**src/rtl/exp_bus_arbiter_pkg.sv**
```systemverilog
// Shared types and constants for the two-master expansion register bus arbiter.
package exp_bus_arbiter_pkg;

    localparam int DW = 16;

`ifndef EXP_NUM_REGS
`define EXP_NUM_REGS 16
`endif
    localparam int EXP_NUM_REGS_DEFAULT = `EXP_NUM_REGS;

    typedef enum logic [1:0] {
        ST_IDLE   = 2'd0,
        ST_STROBE = 2'd1,
        ST_ACK    = 2'd2
    } state_t;

endpackage

```
**src/rtl/exp_bus_arbiter_rr_grant2.sv**
```systemverilog
// Two-way round-robin grant with a critical-section lock that pins ownership to master 0.
module rr_grant2 (
    input  logic [1:0] i_req,
    input  logic       i_owner,
    input  logic       i_lock,
    output logic       o_grant_idx,
    output logic       o_grant_vld
);

    always_comb begin
        o_grant_idx = 1'b0;
        o_grant_vld = 1'b0;
        // While master 0 holds the lock, master 1 is shut out even if master 0 is idle.
        if (i_lock && !i_owner) begin
            o_grant_vld = i_req[0];
        end else if (&i_req) begin
            o_grant_vld = 1'b1;
            o_grant_idx = ~i_owner;
        end else if (i_req[0]) begin
            o_grant_vld = 1'b1;
        end else if (i_req[1]) begin
            o_grant_vld = 1'b1;
            o_grant_idx = 1'b1;
        end
    end

endmodule

```
**src/rtl/exp_bus_arbiter.sv**
```systemverilog
// Arbitrates two masters onto a bank of expansion registers with fixed 3-cycle accesses.
// state  | meaning
// IDLE   | waiting for a request; grant and latch the winner's access
// STROBE | one-cycle register load/read strobe; read data captured
// ACK    | one-cycle completion pulse to the granted master
module exp_bus_arbiter
    import exp_bus_arbiter_pkg::*;
#(
    parameter int NUM_REGS = EXP_NUM_REGS_DEFAULT,
    parameter int AW       = 8
) (
    input  logic                   sysclk,
    input  logic                   sysreset,
    input  logic                   m0_req,
    input  logic                   m0_write,
    input  logic [AW-1:0]          m0_addr,
    input  logic [DW-1:0]          m0_wdata,
    output logic                   m0_ack,
    output logic [DW-1:0]          m0_rdata,
    input  logic                   m0_lock,
    input  logic                   m1_req,
    input  logic                   m1_write,
    input  logic [AW-1:0]          m1_addr,
    input  logic [DW-1:0]          m1_wdata,
    output logic                   m1_ack,
    output logic [DW-1:0]          m1_rdata,
    input  logic [NUM_REGS*DW-1:0] s_r,
    output logic [NUM_REGS-1:0]    s_r_load,
    output logic [NUM_REGS-1:0]    s_r_read,
    output logic [DW-1:0]          s_r_load_data,
    output logic                   owner,
    output logic                   busy,
    output logic                   addr_err
);

    // Compare width wide enough to hold both any address and NUM_REGS itself.
    localparam int XW = (AW > 9) ? AW : 9;

    state_t        r_state;
    logic          r_mst;
    logic          r_write;
    logic          r_oor;
    logic          r_owner;
    logic [AW-1:0] r_addr;
    logic [DW-1:0] r_wdata;
    logic [DW-1:0] r_m0_rdata;
    logic [DW-1:0] r_m1_rdata;

    logic          w_gnt_idx;
    logic          w_gnt_vld;
    logic [AW-1:0] w_win_addr;
    logic          w_win_oor;
    logic [DW-1:0] w_sel_rdata;
    logic [DW-1:0] w_cap;
    logic          w_strobe;
    logic          w_ack;

    rr_grant2 u_grant (
        .i_req       ({m1_req, m0_req}),
        .i_owner     (r_owner),
        .i_lock      (m0_lock),
        .o_grant_idx (w_gnt_idx),
        .o_grant_vld (w_gnt_vld)
    );

    assign w_win_addr = w_gnt_idx ? m1_addr : m0_addr;
    assign w_win_oor  = XW'(w_win_addr) >= XW'(NUM_REGS);

    always_comb begin
        w_sel_rdata = '0;
        for (int k = 0; k < NUM_REGS; k++) begin
            if (XW'(r_addr) == XW'(k)) begin
                w_sel_rdata = s_r[k*DW +: DW];
            end
        end
    end

    assign w_cap = (r_write || r_oor) ? '0 : w_sel_rdata;

    always_ff @(posedge sysclk) begin
        if (sysreset) begin
            r_state    <= ST_IDLE;
            r_mst      <= 1'b0;
            r_write    <= 1'b0;
            r_oor      <= 1'b0;
            r_owner    <= 1'b1;
            r_addr     <= '0;
            r_wdata    <= '0;
            r_m0_rdata <= '0;
            r_m1_rdata <= '0;
        end else begin
            case (r_state)
                ST_IDLE: begin
                    if (w_gnt_vld) begin
                        r_state <= ST_STROBE;
                        r_mst   <= w_gnt_idx;
                        r_owner <= w_gnt_idx;
                        r_write <= w_gnt_idx ? m1_write : m0_write;
                        r_wdata <= w_gnt_idx ? m1_wdata : m0_wdata;
                        r_addr  <= w_win_addr;
                        r_oor   <= w_win_oor;
                    end
                end
                ST_STROBE: begin
                    r_state <= ST_ACK;
                    if (r_mst) begin
                        r_m1_rdata <= w_cap;
                    end else begin
                        r_m0_rdata <= w_cap;
                    end
                end
                ST_ACK: begin
                    r_state <= ST_IDLE;
                end
                default: begin
                    r_state <= ST_IDLE;
                end
            endcase
        end
    end

    // Outputs are gated by sysreset so an aborted transfer shows nothing in the reset cycle.
    assign w_strobe = (r_state == ST_STROBE) && !r_oor && !sysreset;
    assign w_ack    = (r_state == ST_ACK) && !sysreset;

    always_comb begin
        s_r_load = '0;
        s_r_read = '0;
        for (int k = 0; k < NUM_REGS; k++) begin
            if (w_strobe && (XW'(r_addr) == XW'(k))) begin
                if (r_write) begin
                    s_r_load[k] = 1'b1;
                end else begin
                    s_r_read[k] = 1'b1;
                end
            end
        end
    end

    assign s_r_load_data = (w_strobe && r_write) ? r_wdata : '0;
    assign m0_ack        = w_ack && !r_mst;
    assign m1_ack        = w_ack && r_mst;
    assign m0_rdata      = sysreset ? '0 : r_m0_rdata;
    assign m1_rdata      = sysreset ? '0 : r_m1_rdata;
    assign owner         = sysreset || r_owner;
    assign busy          = (r_state != ST_IDLE) && !sysreset;
    assign addr_err      = w_ack && r_oor;

endmodule
```
**config.mk**
```make
export PLATFORM = sky130hd
export DESIGN_NAME = exp_bus_arbiter
export DESIGN_NICKNAME = d
export VERILOG_FILES = /design/src/rtl/exp_bus_arbiter_pkg.sv /design/src/rtl/exp_bus_arbiter_rr_grant2.sv /design/src/rtl/exp_bus_arbiter.sv
export SDC_FILE = /design/constraint.sdc
export NUM_CORES = 1
export LEC_CHECK = 0
export BUFFER_PORTS_ARGS = -buffer_cell sky130_fd_sc_hd__buf_2
export CORE_AREA = 2 2 156 158
export CTS_CLUSTER_SIZE = 10
export DETAILED_ROUTE_END_ITERATION = 8
export DIE_AREA = 0 0 158 160
export GPL_TIMING_DRIVEN = 0
export PLACE_DENSITY_LB_ADDON = 0.12
export SKIP_LAST_GASP = 1
export SLEW_MARGIN = 20
export SYNTH_ARGS = -nofsm -noshare
export SYNTH_HDL_FRONTEND = slang
export SYNTH_HIERARCHICAL = 1
export SYNTH_SLANG_ARGS = --single-unit
```
**constraint.sdc**
```tcl
create_clock -name sysclk -period 6.7 [get_ports sysclk]
set_input_delay 0 -clock sysclk [delete_from_list [all_inputs] [get_ports sysclk]]
set_output_delay 0 -clock sysclk [all_outputs]
set_load 0.02 [all_outputs]
```
==> reports/metrics.csv, run 1 <==
metric;value;unit
hold path startpoint;m0_wdata[14];
clock buffer count from CTS;9;
Seq cells post-synth;62;
most frequent cells in the layout;buf_2 (413), nor2_1 (100), nand2_1 (85);
fillers;2744;
DRT Pass-1 Iters;5;
Post-synth EDFFs;0;
FFs w/ async S/R, synth;0;
grt met3 use;0.0735;
peak supply drop;104;uV
Layout area overhead;47.5;%
synth warn;6;
initial core utilization;0.247;
Final Setup Violations;0;
Via Count;8082;
crit path from;r_addr[1]$_SDFFE_PP0P_;
met1 GRT Util;0.362;
GRT Total Usage;0.292;
CP startpoint kind;flip-flop;
Hold Crit Class;in -> reg;
first-pass GRT wire length;53300;um
MaxCap Viol Count;0;
HPWL Detailed;30700;um
Synth Instances;782;
Core Area;23800;um2
Fin Setup TNS;0;ns
port bufs;395;
Routed WL;37700;um
1st-iter DRT viols;530;
Placement Rows;57;
number of I/O pins;396;
Setup Buffers After CTS;0;
Critical Path Sink Type;flip-flop;
DR WL/cell;24.6;um
CTS Hold Bufs;6;
crit share post-route;0.504;
vias per inst;5.28;
number of distinct library cells after synthesis;68;
DRC viols;0;
CTS clk-pin slew, worst paths;0.06;ns
initial antenna violation count;14;
final hold violations;0;
Seq/Total Area, Yosys;0.211;
Final Slew Violations;0;
worst-margin pin slew;0.999;ns
CTS Sinks;62;
Max FO, Critical Path;10;
H-tree depth;3;
outcome;finished clean;
ys flop type;dfxtp_1;
GP Congestion;0.940;
Mapped Nets;1093;
RSZ-0062 raised after global routing;no;
Clock Latency Late Sink;0.35;ns
TritonCTS clock tree;done;
Rel. slew slack;0.334;
total gr overflow;0;
most common cell after layout, fill and taps aside;buf_2;
Die Area;25300;um2
reg-to-reg startpoint;r_addr[1]$_SDFFE_PP0P_;
leakage power;3.90;nW
Fmax;0.296;GHz
Worst EP arrival;3.59;ns
PD cells;191;nW/um2
Root Driver;clkbuf_16;
Die H;160;um
clock buffer depth;2;
WHS;0.00286;ns
layout cells sized above 1;0.401;
busiest layer in global routing;met2;
minimum period implied by the final worst setup slack;3.38;ns
die width;158;um
post-cts sizing count;0;
number of global-route vias before repair;8129;
syn avg cell area;7.51;um2
pin count of the biggest net entering global routing;11;
worst clock skew;0.00589;ns
required time worst endpoint;6.91;ns
Post-Syn Area;5870;um2
antenna-violating nets left;0;
critical path class;reg -> reg;
Layout Nets;1505;
met2 track demand over resource;0.497;
==> critical path, cell delays in order, from the launching register on <==
cell and delay, ns:
dfxtp_1 0.49, buf_1 0.71, buf_2 0.50, nand3_1 0.43
o22ai_1 0.37, nor4bb_1 0.57, o21ai_0 0.17
==> path summary, 6_finish.rpt <==
kind	end	slack [ns]	depth (start not counted)
worst max-delay path	r_m0_rdata[6]$_SDFFE_PP0P_	3.32	6
worst min-delay path	r_wdata[14]$_SDFFE_PP0P_	0.003	3
worst max register to register	r_m0_rdata[6]$_SDFFE_PP0P_	3.32	6
worst min register to register	r_wdata[3]$_SDFFE_PP0P_	0.50	2
==> cells in the mapped netlist, types with 6 or more instances <==
cell type / number / area (um2)
nor2_1: 101 / 379
nand2_1: 85 / 319
dfxtp_1: 62 / 1240
clkbuf_1: 44 / 165
nor2b_1: 39 / 244
mux2i_1: 38 / 380
a211oi_1: 31 / 233
o21ai_0: 28 / 140
nand3_1: 26 / 130
a21oi_1: 24 / 120
mux2_2: 21 / 236
and2_1: 20 / 125
o22ai_1: 20 / 125
buf_2: 18 / 90.1
mux4_2: 18 / 405
a22oi_1: 16 / 120
nor3_1: 14 / 70.1
nand4_1: 12 / 75.1
and3_1: 11 / 68.8
o31ai_1: 11 / 82.6
buf_1: 10 / 37.5
nand2b_1: 9 / 56.3
a41oi_1: 8 / 70.1
a21o_1: 7 / 52.6
a2bb2oi_1: 6 / 52.6
o21ai_1: 6 / 30.0
o2bb2ai_1: 6 / 52.6
or3_1: 6 / 37.5
==> routing by layer <==
| metal | vias up | part of all wire |
|---|---|---|
| met3 | 67 | 0.082 |
| met5 | - | 0.0026 |
| met4 | 14 | 0.025 |
| met2 | 377 | 0.48 |
| met1 | 3853 | 0.41 |
| li1 | 3771 | - |
==> registers in the layout, indices dropped and copies added, names as in the netlist <==
register and cells:
r_m0_rdata 16, r_m1_rdata 16, r_wdata 16, r_addr 8, r_state 2, r_mst 1, r_oor 1, r_owner 1
r_write 1
==> logic make-up after synthesis <==
kind of cell | after synthesis | share of synthesized area
buffers and inverters | 79 | 0.0563
flip-flops | 62 | 0.211
AO/OA/AOI/OAI | 217 | 0.267
multiplexers | 77 | 0.174
AND/OR/NAND/NOR | 347 | 0.291
==> power by group <==
part / internal (mW) / switching [mW] / total, mW / leakage (nW)
clock: 0.335 / 0.183 / 0.518 / 0.157
combinational: 0.270 / 0.445 / 0.714 / 3.23
sequential: 0.400 / 0.0213 / 0.422 / 0.509
total: 1.00 / 0.649 / 1.65 / 3.90
==> cell type report <==
cell class,instances,area (um2),share of cell area
Buffer,74,312,0.0360
Clock inverter,4,70.1,0.00809
Antenna cell,8,20.0,0.00231
Inverter,5,18.8,0.00217
Sequential cell,62,1240,0.143
Multi-Input combinational cell,641,4310,0.498
Tap cell,324,405,0.0468
Clock buffer,12,246,0.0285
Timing Repair Buffer,401,2040,0.235
==> through the flow <==
stage	worst slack (ns)	power [mW]	cell area (um2)	utilization	instances
after global placement	3.36	1.13	8250	0.347	1501
after CTS	3.34	1.66	8640	0.363	1523
after detailed placement	3.35	1.13	8260	0.347	1501
final	3.32	1.65	8660	0.364	1531
after floorplan	4.56	0.816	5870	-	782
after global routing	3.17	1.74	8640	0.363	1525
Power figures use the tool's default switching activity.
==> run 2, diff against run 1 <==
Clock period 6.7 ns to 3.45 ns, I/O delays scaled along.
==> run 2 against run 1 <==
  * Combinational power is 95% higher
  * Sequential power is 94% higher
  * Total power is 94% higher
  * Highest routed layer unchanged
  * Register-to-register slack worse by 3.1 ns
  * Largest power group unchanged
==> reports/metrics.csv, run 2 (same netlist as run 1, synthesis figures left out) <==
metric;value;unit;change
register area;1240;um2;unchanged
crit share post-route;0.940;;+0.436
CP startpoint kind;flip-flop;;
Critical Path Sink Type;flip-flop;;
DRT Pass-1 Iters;5;;unchanged
area of the multi-input gates;4310;um2;unchanged
most common cell after layout, fill and taps aside;buf_2;;
clock buffer count from CTS;9;;unchanged
Layout Nets;1505;;unchanged
CTS Sinks;62;;unchanged
Rel. slew slack;0.334;;-0.000466
first-pass GRT wire length;53300;um;unchanged
total gr overflow;0;;unchanged
Max FO, Critical Path;10;;unchanged
MaxCap Viol Count;0;;unchanged
worst clock skew;0.00593;ns;+0.0000407 ns
vias per inst;5.27;;about the same
reg-to-reg startpoint;r_addr[0]$_SDFFE_PP0P_;;
share of power burned in registers;0.255;;about the same
Final Slew Violations;0;;unchanged
pre-CTS setup slack;0.104;ns;-3.25 ns
R2R setup slack;0.21;ns;-3.11 ns
leakage power;3.90;nW;about the same
Worst EP arrival;3.44;ns;-0.15 ns
GP Congestion;0.940;;unchanged
Clock Latency Late Sink;0.35;ns;about the same
RSZ-0062 raised after global routing;no;;
PD cells;371;nW/um2;+94%
initial core utilization;0.247;;unchanged
R2R depth;8;;+2
number of I/O pins;396;;unchanged
largest registers;r_m0_rdata (16), r_m1_rdata (16), r_wdata (16);;
Hold Path Depth;3;;unchanged
hold path startpoint;m0_wdata[14];;
minimum period implied by the final worst setup slack;3.24;ns;-0.136 ns
most frequent cells in the layout;buf_2 (413), nor2_1 (100), nand2_1 (85);;
Hold Crit Class;in -> reg;;
Placement Rows;57;;unchanged
worst-margin pin slew;0.999;ns;+0.000700 ns
GRT Total Usage;0.292;;unchanged
number of global-route vias before repair;8129;;unchanged
switching share of total power;0.392;;about the same
Fmax;0.308;GHz;+4.2%
DR WL/cell;24.6;um;-0.12%
Util after Layout;0.364;;about the same
Routed WL;37600;um;-0.12%
initial antenna violation count;14;;unchanged
Die Area;25300;um2;unchanged
fillers;2744;;unchanged
H-tree depth;3;;unchanged
NetSw;1.26;mW;+94%
Fin Setup TNS;0;ns;unchanged
Core Area;23800;um2;unchanged
Root Driver;clkbuf_16;;
final setup margin;0.206;ns;-3.11 ns
antenna-violating nets left;0;;unchanged
port bufs;395;;unchanged
Hold EP;r_wdata[14]$_SDFFE_PP0P_;;
TritonCTS clock tree;done;;
layout cells sized above 1;0.402;;+0.000834
peak supply drop;203;uV;+96%
required time worst endpoint;3.65;ns;-3.26 ns
CTS clk-pin slew, worst paths;0.06;ns;about the same
pin count of the biggest net entering global routing;11;;unchanged
DRC viols;0;;unchanged
critical path class;reg -> reg;;
Comb power frac;0.431;;about the same
Die H;160;um;unchanged
Clock Power Share;0.314;;about the same
Via Count;8074;;-0.099%
internal power;1.95;mW;+94%
final hold violations;0;;unchanged
die width;158;um;unchanged
r2r endpoint;r_m1_rdata[8]$_SDFFE_PP0P_;;
outcome;finished clean;;
HPWL Detailed;30700;um;unchanged
1st-iter DRT viols;536;;+1.1%
Final Setup Violations;0;;unchanged
Setup Buffers After CTS;0;;unchanged
clock buffer depth;2;;unchanged
Layout area overhead;47.5;%;about the same
## run 2: cell count changes in the layout (fill, tap and decap cells not counted)
| cell | change |
|---|---|
| buf_1 | -1 |
| clkbuf_2 | +1 |
## run 2: through the flow
stage	cell area (um2)	hold slack, ns	cells	power [mW]
2_1_floorplan	5870	0.0853	782	1.59
6_report	8660	0.00131	1531	3.21
4_1_cts	8640	0.0000678	1523	3.22
5_1_grt	8650	0.00703	1525	3.38
3_3_place_gp	8250	0.357	1501	2.19
3_5_place_dp	8260	0.357	1501	2.20
## run 2: worst max-delay path, cell delays in order (launching register included)
cell	delay (ns)
dfxtp_1	0.30
buf_2	0.26
buf_2	0.48
buf_2	0.38
clkbuf_1	0.64
a21oi_1	0.13
a22oi_1	0.39
a2bb2oi_1	0.34
a41oi_1	0.16
## run 2: final cells by class
| class | count | share of cell area |
|---|---|---|
| multi-input cells | 641 | 0.498 |
| repair buffers | 401 | 0.235 |
| flip-flops and latches | 62 | 0.143 |
| well taps | 324 | 0.0468 |
| plain buffers | 74 | 0.0361 |
| clock buffers | 12 | 0.0285 |
| clock inverters | 4 | 0.00809 |
| diodes | 8 | 0.00231 |
| inverters | 5 | 0.00217 |
## run 2: worst max path at each step
stage	from	endpoint	slack, ns	cells past startpoint
floorplan	r_addr[3]$_SDFFE_PP0P_	r_m0_rdata[7]$_SDFFE_PP0P_	1.31	6
global placement	r_addr[1]$_SDFFE_PP0P_	r_m1_rdata[6]$_SDFFE_PP0P_	0.11	6
detailed placement	r_addr[1]$_SDFFE_PP0P_	r_m1_rdata[6]$_SDFFE_PP0P_	0.10	6
CTS	r_addr[1]$_SDFFE_PP0P_	r_m0_rdata[6]$_SDFFE_PP0P_	0.09	6
global route	r_addr[0]$_SDFFE_PP0P_	r_m0_rdata[8]$_SDFFE_PP0P_	0.09	8
finish	r_addr[0]$_SDFFE_PP0P_	r_m1_rdata[8]$_SDFFE_PP0P_	0.21	8
## run 2: per-layer routing
metal / routed length (um) / vias to the layer above / track usage
li1: - / 3772 / -
met1: 15600 / 3844 / 0.362
met2: 18000 / 380 / 0.497
met3: 3030 / 64 / 0.0735
met4: 884 / 14 / 0.0835
met5: 97 / - / 0
## run 2: power groups by stage
stage                     clock network (mW)  logic, mW  registers [mW]
after global routing                    1.07       1.49           0.827
after floorplan                            0      0.766           0.819
after global placement                     0       1.36           0.832
final                                   1.01       1.39           0.819
after CTS                               1.03       1.38           0.819
after detailed placement                   0       1.37           0.834
## run 2: repair_timing
action / CTS / global route
gates resized for setup: 0 / 2
hold buffers: 6 / 0
endpoints found under the hold margin: 4 / 0
endpoints found under the setup margin: 0 / 2
